[config.mk]
export PLATFORM = sky130hd
export DESIGN_NAME = prog_counter
export DESIGN_NICKNAME = d
export VERILOG_FILES = /design/src/rtl/prog_counter.sv
export SDC_FILE = /design/constraint.sdc
export NUM_CORES = 1
export LEC_CHECK = 0
export CORE_MARGIN = 3
export CORE_UTILIZATION = 50
export CTS_BUF_LIST = sky130_fd_sc_hd__clkbuf_4 sky130_fd_sc_hd__clkbuf_8 sky130_fd_sc_hd__clkbuf_16
export DETAILED_ROUTE_END_ITERATION = 16
export GPL_TIMING_DRIVEN = 0
export PLACE_DENSITY = 0.91
export SLEW_MARGIN = 20
export SYNTH_ARGS = -nofsm -noshare
export SYNTH_HDL_FRONTEND = slang
export SYNTH_SLANG_ARGS = --single-unit
export TNS_END_PERCENT = 50
[constraint.sdc]
create_clock -name clk -period 6.5 [get_ports clk]
set_input_delay 0.975 -clock clk [delete_from_list [all_inputs] [get_ports clk]]
set_output_delay 0.975 -clock clk [all_outputs]
set_load 0.05 [all_outputs]
[src/rtl/prog_counter.sv]
// prog_counter: loadable, programmable-modulo up/down counter with an
// IDLE/RUN/DONE control FSM, free-running or one-shot, and a registered
// single-cycle terminal-count pulse.
// Optional step prescaler enabled by defining PROG_COUNTER_PRESCALE_EN.
module prog_counter #(
  parameter int unsigned WIDTH    = 8,
  parameter int unsigned PRESCALE = 4
) (
  input  logic             clk,
  input  logic             rst,
  input  logic             start,
  input  logic             stop,
  input  logic             load,
  input  logic [WIDTH-1:0] load_val,
  input  logic             up,
  input  logic             oneshot,
  input  logic [WIDTH-1:0] modulo,
  output logic [WIDTH-1:0] count,
  output logic             tc,
  output logic             busy,
  output logic             done
);

  if (WIDTH < 2) begin : g_bad_width
    $error("prog_counter: WIDTH must be at least 2");
  end
  if (PRESCALE < 1) begin : g_bad_prescale
    $error("prog_counter: PRESCALE must be at least 1");
  end

  typedef enum logic [1:0] {S_IDLE, S_RUN, S_DONE} state_e;

  state_e           state_q, state_d;
  logic [WIDTH-1:0] count_q, count_d;
  logic             tc_q, tc_d;
  logic [WIDTH-1:0] last_val;
  logic [WIDTH-1:0] load_clamped;
  logic             at_term;
  logic             step_en;

  // M-1; modulo == 0 wraps naturally to all-ones, i.e. 2^WIDTH - 1
  assign last_val     = modulo - WIDTH'(1);
  assign load_clamped = ((modulo != '0) && (load_val >= modulo)) ? '0 : load_val;
  assign at_term      = up ? (count_q >= last_val) : (count_q == '0);

`ifdef PROG_COUNTER_PRESCALE_EN
  localparam int unsigned PW = (PRESCALE > 1) ? $clog2(PRESCALE) : 1;

  logic [PW-1:0] pre_q, pre_d;

  assign step_en = (pre_q == PW'(PRESCALE - 1));

  // Prescaler advances only while running; any exit from RUN leaves it at 0
  always_comb begin
    pre_d = '0;
    if ((state_q == S_RUN) && (load || !stop)) begin
      pre_d = step_en ? '0 : pre_q + PW'(1);
    end
  end

  // Prescaler register
  always_ff @(posedge clk) begin
    if (!rst) pre_q <= '0;
    else      pre_q <= pre_d;
  end
`else
  assign step_en = 1'b1;
`endif

  // Next state, next count and terminal pulse; load > stop > start > step
  always_comb begin
    state_d = state_q;
    count_d = count_q;
    tc_d    = 1'b0;
    if (load) begin
      count_d = load_clamped;
    end else if (stop) begin
      state_d = S_IDLE;
    end else begin
      unique case (state_q)
        S_IDLE: begin
          if (start) state_d = S_RUN;
        end
        S_DONE: begin
          if (start) begin
            state_d = S_RUN;
            count_d = up ? '0 : last_val;
          end
        end
        S_RUN: begin
          if (step_en) begin
            if (at_term) begin
              tc_d = 1'b1;
              if (oneshot) state_d = S_DONE;
              else         count_d = up ? '0 : last_val;
            end else begin
              count_d = up ? count_q + WIDTH'(1) : count_q - WIDTH'(1);
            end
          end
        end
        default: state_d = S_IDLE;
      endcase
    end
  end

  // State, count and pulse registers
  always_ff @(posedge clk) begin
    if (!rst) begin
      state_q <= S_IDLE;
      count_q <= '0;
      tc_q    <= 1'b0;
    end else begin
      state_q <= state_d;
      count_q <= count_d;
      tc_q    <= tc_d;
    end
  end

  assign count = count_q;
  assign tc    = tc_q;
  assign busy  = (state_q == S_RUN);
  assign done  = (state_q == S_DONE);

endmodule

==> reports/metrics.csv, run 1 <==
metric;value;unit
outcome;finished clean;
CTS buffer count;3;
vias in the first global route;1388;
H-tree Lvls;1;
Crit. Startpoint;modulo[0];
Filler Cell Count;226;
CTS Root Cell;clkbuf_4;
PortBufs;33;
initial core utilization;54.43;%
Tcrit/Tclk final;58.89;%
Combinational Power Share;49.1;%
critical path cell sequence;clkdlybuf4s50_1 -> inv_1 -> ha_1 -> nand3_1 -> xnor2_1 -> ha_1 -> o21a_1 -> o21ai_0 -> a21o_1 -> o21ai_2 -> nand2_2 -> o221a_1 -> o41ai_2;
synth unique cells;48;
Clock Power Share;20.5;%
Crit path buffers/inverters;2;
Worst EP required;6690;ps
Die ar.;3466;µm²
Vias/cell;5.793;
slowest cell on the critical path;o21ai_2;
Syn Nets;223;
n_diodes;0;
Die W;58.87;µm
GRT overflow;0;
clk_skew;2.470;ps
P_int;157.6;µW
final setup vio count;0;
sequential share of the synthesized area;15.76;%
Placed Cells;238;
IO Count;34;
Leakage;0.0008301;µW
Syn Inst Count;175;
Design Power;259.7;µW
routed length per instance;14.67;µm
most common cell in the netlist;ha_1;
Clock Path Buffers;2;
min-delay worst type;register to register;
CP Class;primary input to register;
antenna violations before repair;0;
final hold viol count;0;
CTS Hold Buffers Added;0;
Worst path top cell family by delay;compound AO/OA/AOI/OAI gates;
fin nets;261;
peak supply drop;0.1970;mV
Max FO, Critical Path;10;
fin. max-slew vios;0;
dominant cells by area after synthesis;ha_1 21%, dfxtp_1 16%, a21oi_1 6.1%;
Synth top area share;21.49;%
sequential power share;30.4;%
CTS clk-pin slew, worst paths;70;ps
post-DP HPWL;2864;µm
Worst EP arrival;4010;ps
EDFF count, synth;0;
pin count of the biggest net entering global routing;11;
Synth area leader;ha_1;
drt drc;0;
synth warn;0;
postcts setup bufs;0;
Initial DRC Count;38;
Max-Cap Viols;0;
site row count;18;
area grow syn2layout;28.47;%
clock latency on the worst-skew pair;280;ps
layout cells sized above 1;5.660;%
synth cell count leaders;24 x ha_1, 17 x a21oi_1, 14 x inv_1, 11 x dfxtp_1, 11 x nor2_1;
TritonCTS clock tree;built;
syn_area_per_cell;7.986;µm²
DIE HEIGHT;58.87;µm
core area;2567;µm²
number of synthesized register bits;11;
PwrDens;144.6;nW/µm²
Setup crit start kind;primary input;
clk sinks;11;
mapped cell area;1398;µm²
post-route ant nets;0;
Switching Power;102.1;µW
FMAX;261.2;MHz
gpl congestion;0.9229;
CTS resizes;0;
most numerous cell on the critical path;ha_1;
FF-to-FF setup slack;4130;ps
first-pass GRT wire length;6216;µm
Finished Layout Cells;242;
relative slew slack;60.11;%
vias post-DR;1402;
First-pass DRT Iterations;7;
min cycle time layout;3828;ps
R2R Path Start;count[0]$_SDFFE_PN0P_;
RSZ-0062 raised after global routing;false;
Crit path largest cell delay;510;ps
Synth Flop Type;dfxtp_1;
Min Hold Slack;499.8;ps
kind of end point of the critical path;register;
DRT Wirelength;3551;µm
All-Layer GR Usage;23.24;%
total negative setup slack;0;ps
Net Sw Frac;39.31;%
hold wc startpoint;state_q[0]$_SDFFE_PN0P_;
FFs w/ async S/R, synth;0;%
measured slew at the worst slew-check pin;598.3;ps
per-layer routing:
layer | vias to the layer above | part of all wire, % | GRT usage (%)
met4 | 0 | 1.7 | 5.178
li1 | 728 | - | -
met2 | 45 | 45 | 39.27
met5 | - | 0 | 0
met3 | 6 | 5.6 | 5.263
met1 | 623 | 47 | 30.00
sequential cells by signal (all words and copies together), names as in the netlist:
| register | flops |
|---|---|
| count | 8 |
| tc | 1 |
| state_q | 2 |
worst paths after layout:
kind              depth (start not counted)                      end
setup / recovery                         13    count[6]$_SDFFE_PN0P_
hold / removal                            2  state_q[0]$_SDFFE_PN0P_
setup reg to reg                          9    count[6]$_SDFFE_PN0P_
hold reg to reg                           2  state_q[0]$_SDFFE_PN0P_
cell usage in the layout, fill, tap and decap left out, types with 4 or more instances in the layout:
master	synthesis	layout
clkdlybuf4s50_1	0	33
ha_1	24	24
a21oi_1	17	17
inv_1	14	14
nor2_1	11	11
dfxtp_1	11	11
nand2_1	10	10
o21ai_1	10	10
xnor2_1	9	9
mux2i_1	6	6
nand3_1	5	5
a21o_1	4	4
xor2_1	4	4
clkbuf_4	0	4
final cells by class:
cell class | count | area, µm² | area share, %
Clock buffer | 4 | 30.03 | 1.672
Sequential cell | 11 | 220.2 | 12.26
Multi-Input combinational cell | 145 | 1097 | 61.11
Inverter | 16 | 60.06 | 3.345
Tap cell | 30 | 37.54 | 2.091
Buffer | 3 | 20.02 | 1.115
Timing Repair Buffer | 33 | 330.3 | 18.40
power groups by stage:
stage	clock network (µW)	logic [µW]	registers, µW
4_1_cts	54.0	127	78.7
5_1_grt	58.5	140	79.8
2_1_floorplan	0	72.0	92.3
6_report	53.4	127	78.9
3_5_place_dp	0	126	80.1
3_3_place_gp	0	123	80.3
logic make-up after synthesis:
kind of cell               synth area share, %
muxes                                    4.297
buffers and inverters                    5.728
AOI/OAI and AO/OA                        25.79
DFF                                      15.76
adders and majority gates                22.92
xor gates and xnor gates                 8.147
and+or+nand+nor                          17.37
per-stage QoR:
| stage | util (%) | cell area, µm² | setup WS, ps |
|---|---|---|---|
| finish | 69.93 | 1795 | 2672 |
| detailed placement | 68.76 | 1765 | 2400 |
| CTS | 69.93 | 1795 | 2690 |
| global placement | 68.76 | 1765 | 2487 |
| floorplan | - | 1398 | 3215 |
| global route | 69.93 | 1795 | 2419 |
worst min-delay path, stage by stage, from the launching register on:
cell	delay, ps
dfxtp_1	320
o21ai_1	70
a21oi_1	60
(Power assumes the default switching activity.)
==> inputs of run 2 (changes only) <==
==> constraint.sdc (replaced) <==
create_clock -name clk -period 3.7 [get_ports clk]
set_input_delay 0.555 -clock clk [delete_from_list [all_inputs] [get_ports clk]]
set_output_delay 0.555 -clock clk [all_outputs]
set_load 0.05 [all_outputs]
==> results of run 2 <==
Same layout as run 1 (identical final DEF). Status: finished clean.
Main changes from that run: setup slack after placement 2400 ps -> 19.98 ps; setup slack after layout 2672 ps -> 292.2 ps; register-to-register setup slack 4130 ps -> 1330 ps; total power 259.7 µW -> 456.2 µW; worst IR drop on VDD 0.1970 mV -> 0.3461 mV
==> inputs of run 3 (changes only) <==
--- a/config.mk
+++ b/config.mk
@@ -5,11 +5,13 @@
 export SDC_FILE = /design/constraint.sdc
 export NUM_CORES = 1
 export LEC_CHECK = 0
+export CORE_ASPECT_RATIO = 0.75
 export CORE_MARGIN = 3
 export CORE_UTILIZATION = 50
 export CTS_BUF_LIST = sky130_fd_sc_hd__clkbuf_4 sky130_fd_sc_hd__clkbuf_8 sky130_fd_sc_hd__clkbuf_16
 export DETAILED_ROUTE_END_ITERATION = 16
 export GPL_TIMING_DRIVEN = 0
+export MAX_ROUTING_LAYER = met4
 export PLACE_DENSITY = 0.91
 export SLEW_MARGIN = 20
 export SYNTH_ARGS = -nofsm -noshare
==> run 3 against run 2 <==
  * Hold slack improved by 9.8 ps
  * Via count increased by 6.1%
  * Global-route usage increased by 3.2 points
  * Clock skew decreased by 1.5 ps
  * Flip-flop and latch count unchanged
  * First-iteration DRC count increased by 130%
  * Final cell count increased by 1.7%
  * Worst setup slack got worse by 68 ps
  * Die area increased by 0.19%
  * Final area increased by 2.1%
  * Count of clock-buffer cells in the layout unchanged
  * Largest power group unchanged
  * Highest routed layer unchanged
==> reports/metrics.csv, run 3 (synthesized netlist as in run 1, its figures left out) <==
metric;value;unit;change
outcome;finished clean;;
pin count of the biggest net entering global routing;11;;unchanged
GRT overflow;0;;unchanged
site row count;15;;-3
placed cell area;1770;µm²;+0.28%
CTS Root Cell;clkbuf_8;;
antenna violations before repair;0;;unchanged
Max FO, Critical Path;10;;unchanged
final hold viol count;0;;unchanged
area grow syn2layout;31.16;%;
commonest cells after routing, fill and taps aside;33 x clkdlybuf4s50_1, 24 x ha_1, 17 x a21oi_1, 14 x inv_1;;
most numerous cell on the critical path;ha_1;;
layout cells sized above 1;6.132;%;+0.47 points
measured slew at the worst slew-check pin;697.8;ps;+99.43 ps
Initial DRC Count;86;;+130%
fin. max-slew vios;0;;unchanged
first-pass GRT wire length;6693;µm;+7.7%
initial core utilization;56.41;%;+2.0 points
Die W;67.05;µm;+14%
drt drc;0;;unchanged
H-tree Lvls;1;;unchanged
routed length per instance;16.80;µm;+14%
critical path cell sequence;clkdlybuf4s50_1 -> inv_1 -> ha_1 -> nand3_1 -> xnor2_1 -> ha_1 -> o21a_1 -> o21ai_0 -> a21o_1 -> o311a_1 -> or3_4 -> buf_6 -> o21ai_1 -> a21oi_1;;
First-pass DRT Iterations;5;;-2
Worst path top cell family by delay;compound AO/OA/AOI/OAI gates;;
CTS Hold Buffers Added;0;;unchanged
min-delay worst type;register to register;;
vias in the first global route;1502;;+8.2%
clk_skew;0.9275;ps;-1.543 ps
FMAX;287.7;MHz;
Tcrit/Tclk final;93.95;%;
Leakage;0.0008394;µW;+1.1%
gpl congestion;0.9403;;+1.9%
max reg flops;8;;unchanged
Setup crit start kind;primary input;;
most common cell after layout, fill and taps aside;clkdlybuf4s50_1;;
PortBufs;33;;unchanged
Worst EP required;3840;ps;
All-Layer GR Usage;26.45;%;+3.2 points
Crit path buffers/inverters;3;;+1
core area;2477;µm²;-3.5%
design area;1833;µm²;+2.1%
Max-Cap Viols;0;;unchanged
IO Count;34;;unchanged
post-route ant nets;0;;unchanged
Worst EP arrival;3610;ps;
Die ar.;3472;µm²;+0.19%
fin nets;261;;unchanged
worst slack, placed;-31.70;ps;
n_diodes;0;;unchanged
PwrDens;277.4;nW/µm²;
min cycle time layout;3476;ps;
FF-to-FF setup slack;1210;ps;
peak supply drop;0.1900;mV;
post-DP HPWL;3365;µm;+17%
worst setup margin;224.0;ps;
slowest cell on the critical path;clkdlybuf4s50_1;;
DRT Wirelength;4132;µm;+16%
DIE HEIGHT;51.79;µm;-12%
final setup vio count;0;;unchanged
clock latency on the worst-skew pair;250;ps;-30 ps
CTS buffer count;3;;unchanged
kind of end point of the critical path;register;;
clk sinks;11;;unchanged
Crit path largest cell delay;470;ps;-40 ps
Clock Path Buffers;2;;unchanged
TritonCTS clock tree;built;;
relative slew slack;53.34;%;-6.8 points
Vias/cell;6.049;;+4.4%
RSZ-0062 raised after global routing;false;;
CTS clk-pin slew, worst paths;50;ps;-20 ps
CP Class;primary input to register;;
vias post-DR;1488;;+6.1%
## run 3: cell types whose count changed in the layout (fill, tap and decap cells not counted)
cell      delta
clkbuf_4     -3
clkbuf_8     +3
nor4_1       -1
nor4_2       +1
o21ai_2      -1
o21ai_4      +1
## run 3: layer usage
metal,vias to the layer above,global-route usage [%],routed length (µm)
li1,719,-,-
met1,690,31.59,1782
met2,65,42.58,1983
met3,14,6.263,271
met4,0,11.45,95
met5,-,-,0
## run 3: layout make-up
class | instances | area [µm²]
inverter | 16 | 60.06
timing repair buffer | 33 | 330.3
clock buffer | 4 | 48.80
tap | 34 | 42.54
buffer | 3 | 20.02
multi-input combinational | 145 | 1111
fill | 192 | 644.4
sequential | 11 | 220.2
## run 3: where the power goes
group | leakage (µW) | total (µW) | switching (µW) | internal (µW)
combinational | 0.000723 | 233 | 130 | 103
sequential | 0.0000904 | 140 | 13.6 | 126
clock | 0.0000262 | 136 | 52.4 | 83.6
total | 0.000839 | 508 | 196 | 312
## run 3: final timing paths
path / cells past startpoint / startpoint / endpoint
max: 14 / modulo[0] / count[0]$_SDFFE_PN0P_
min: 2 / state_q[0]$_SDFFE_PN0P_ / state_q[0]$_SDFFE_PN0P_
max reg2reg: 10 / count[0]$_SDFFE_PN0P_ / count[0]$_SDFFE_PN0P_
min reg2reg: 2 / state_q[0]$_SDFFE_PN0P_ / state_q[0]$_SDFFE_PN0P_
## run 3: tightest hold or removal path: cells and delay by family (launching register included)
family         cells  cell delay (ps)
flip-flops         1              320
AO/OA/AOI/OAI      2              140
## run 3: metrics by stage
step                power [µW]  utilization [%]  setup TNS (ps)  hold slack, ps  std cells
floorplan                288.7                -               0           470.4        175
global placement         356.3            71.46               0           487.7        242
detailed placement       367.8            71.46          -40.31           509.4        242
CTS                      504.2            73.43               0           515.5        246
global route             538.0            73.99               0           546.4        246
finish                   508.5            73.99               0           509.6        246
## run 3: timing repair
| item | in CTS | in global routing |
|---|---|---|
| setup endpoints to repair | 0 | 5 |
| gates resized for setup | 0 | 2 |
| setup buffers | 0 | 0 |
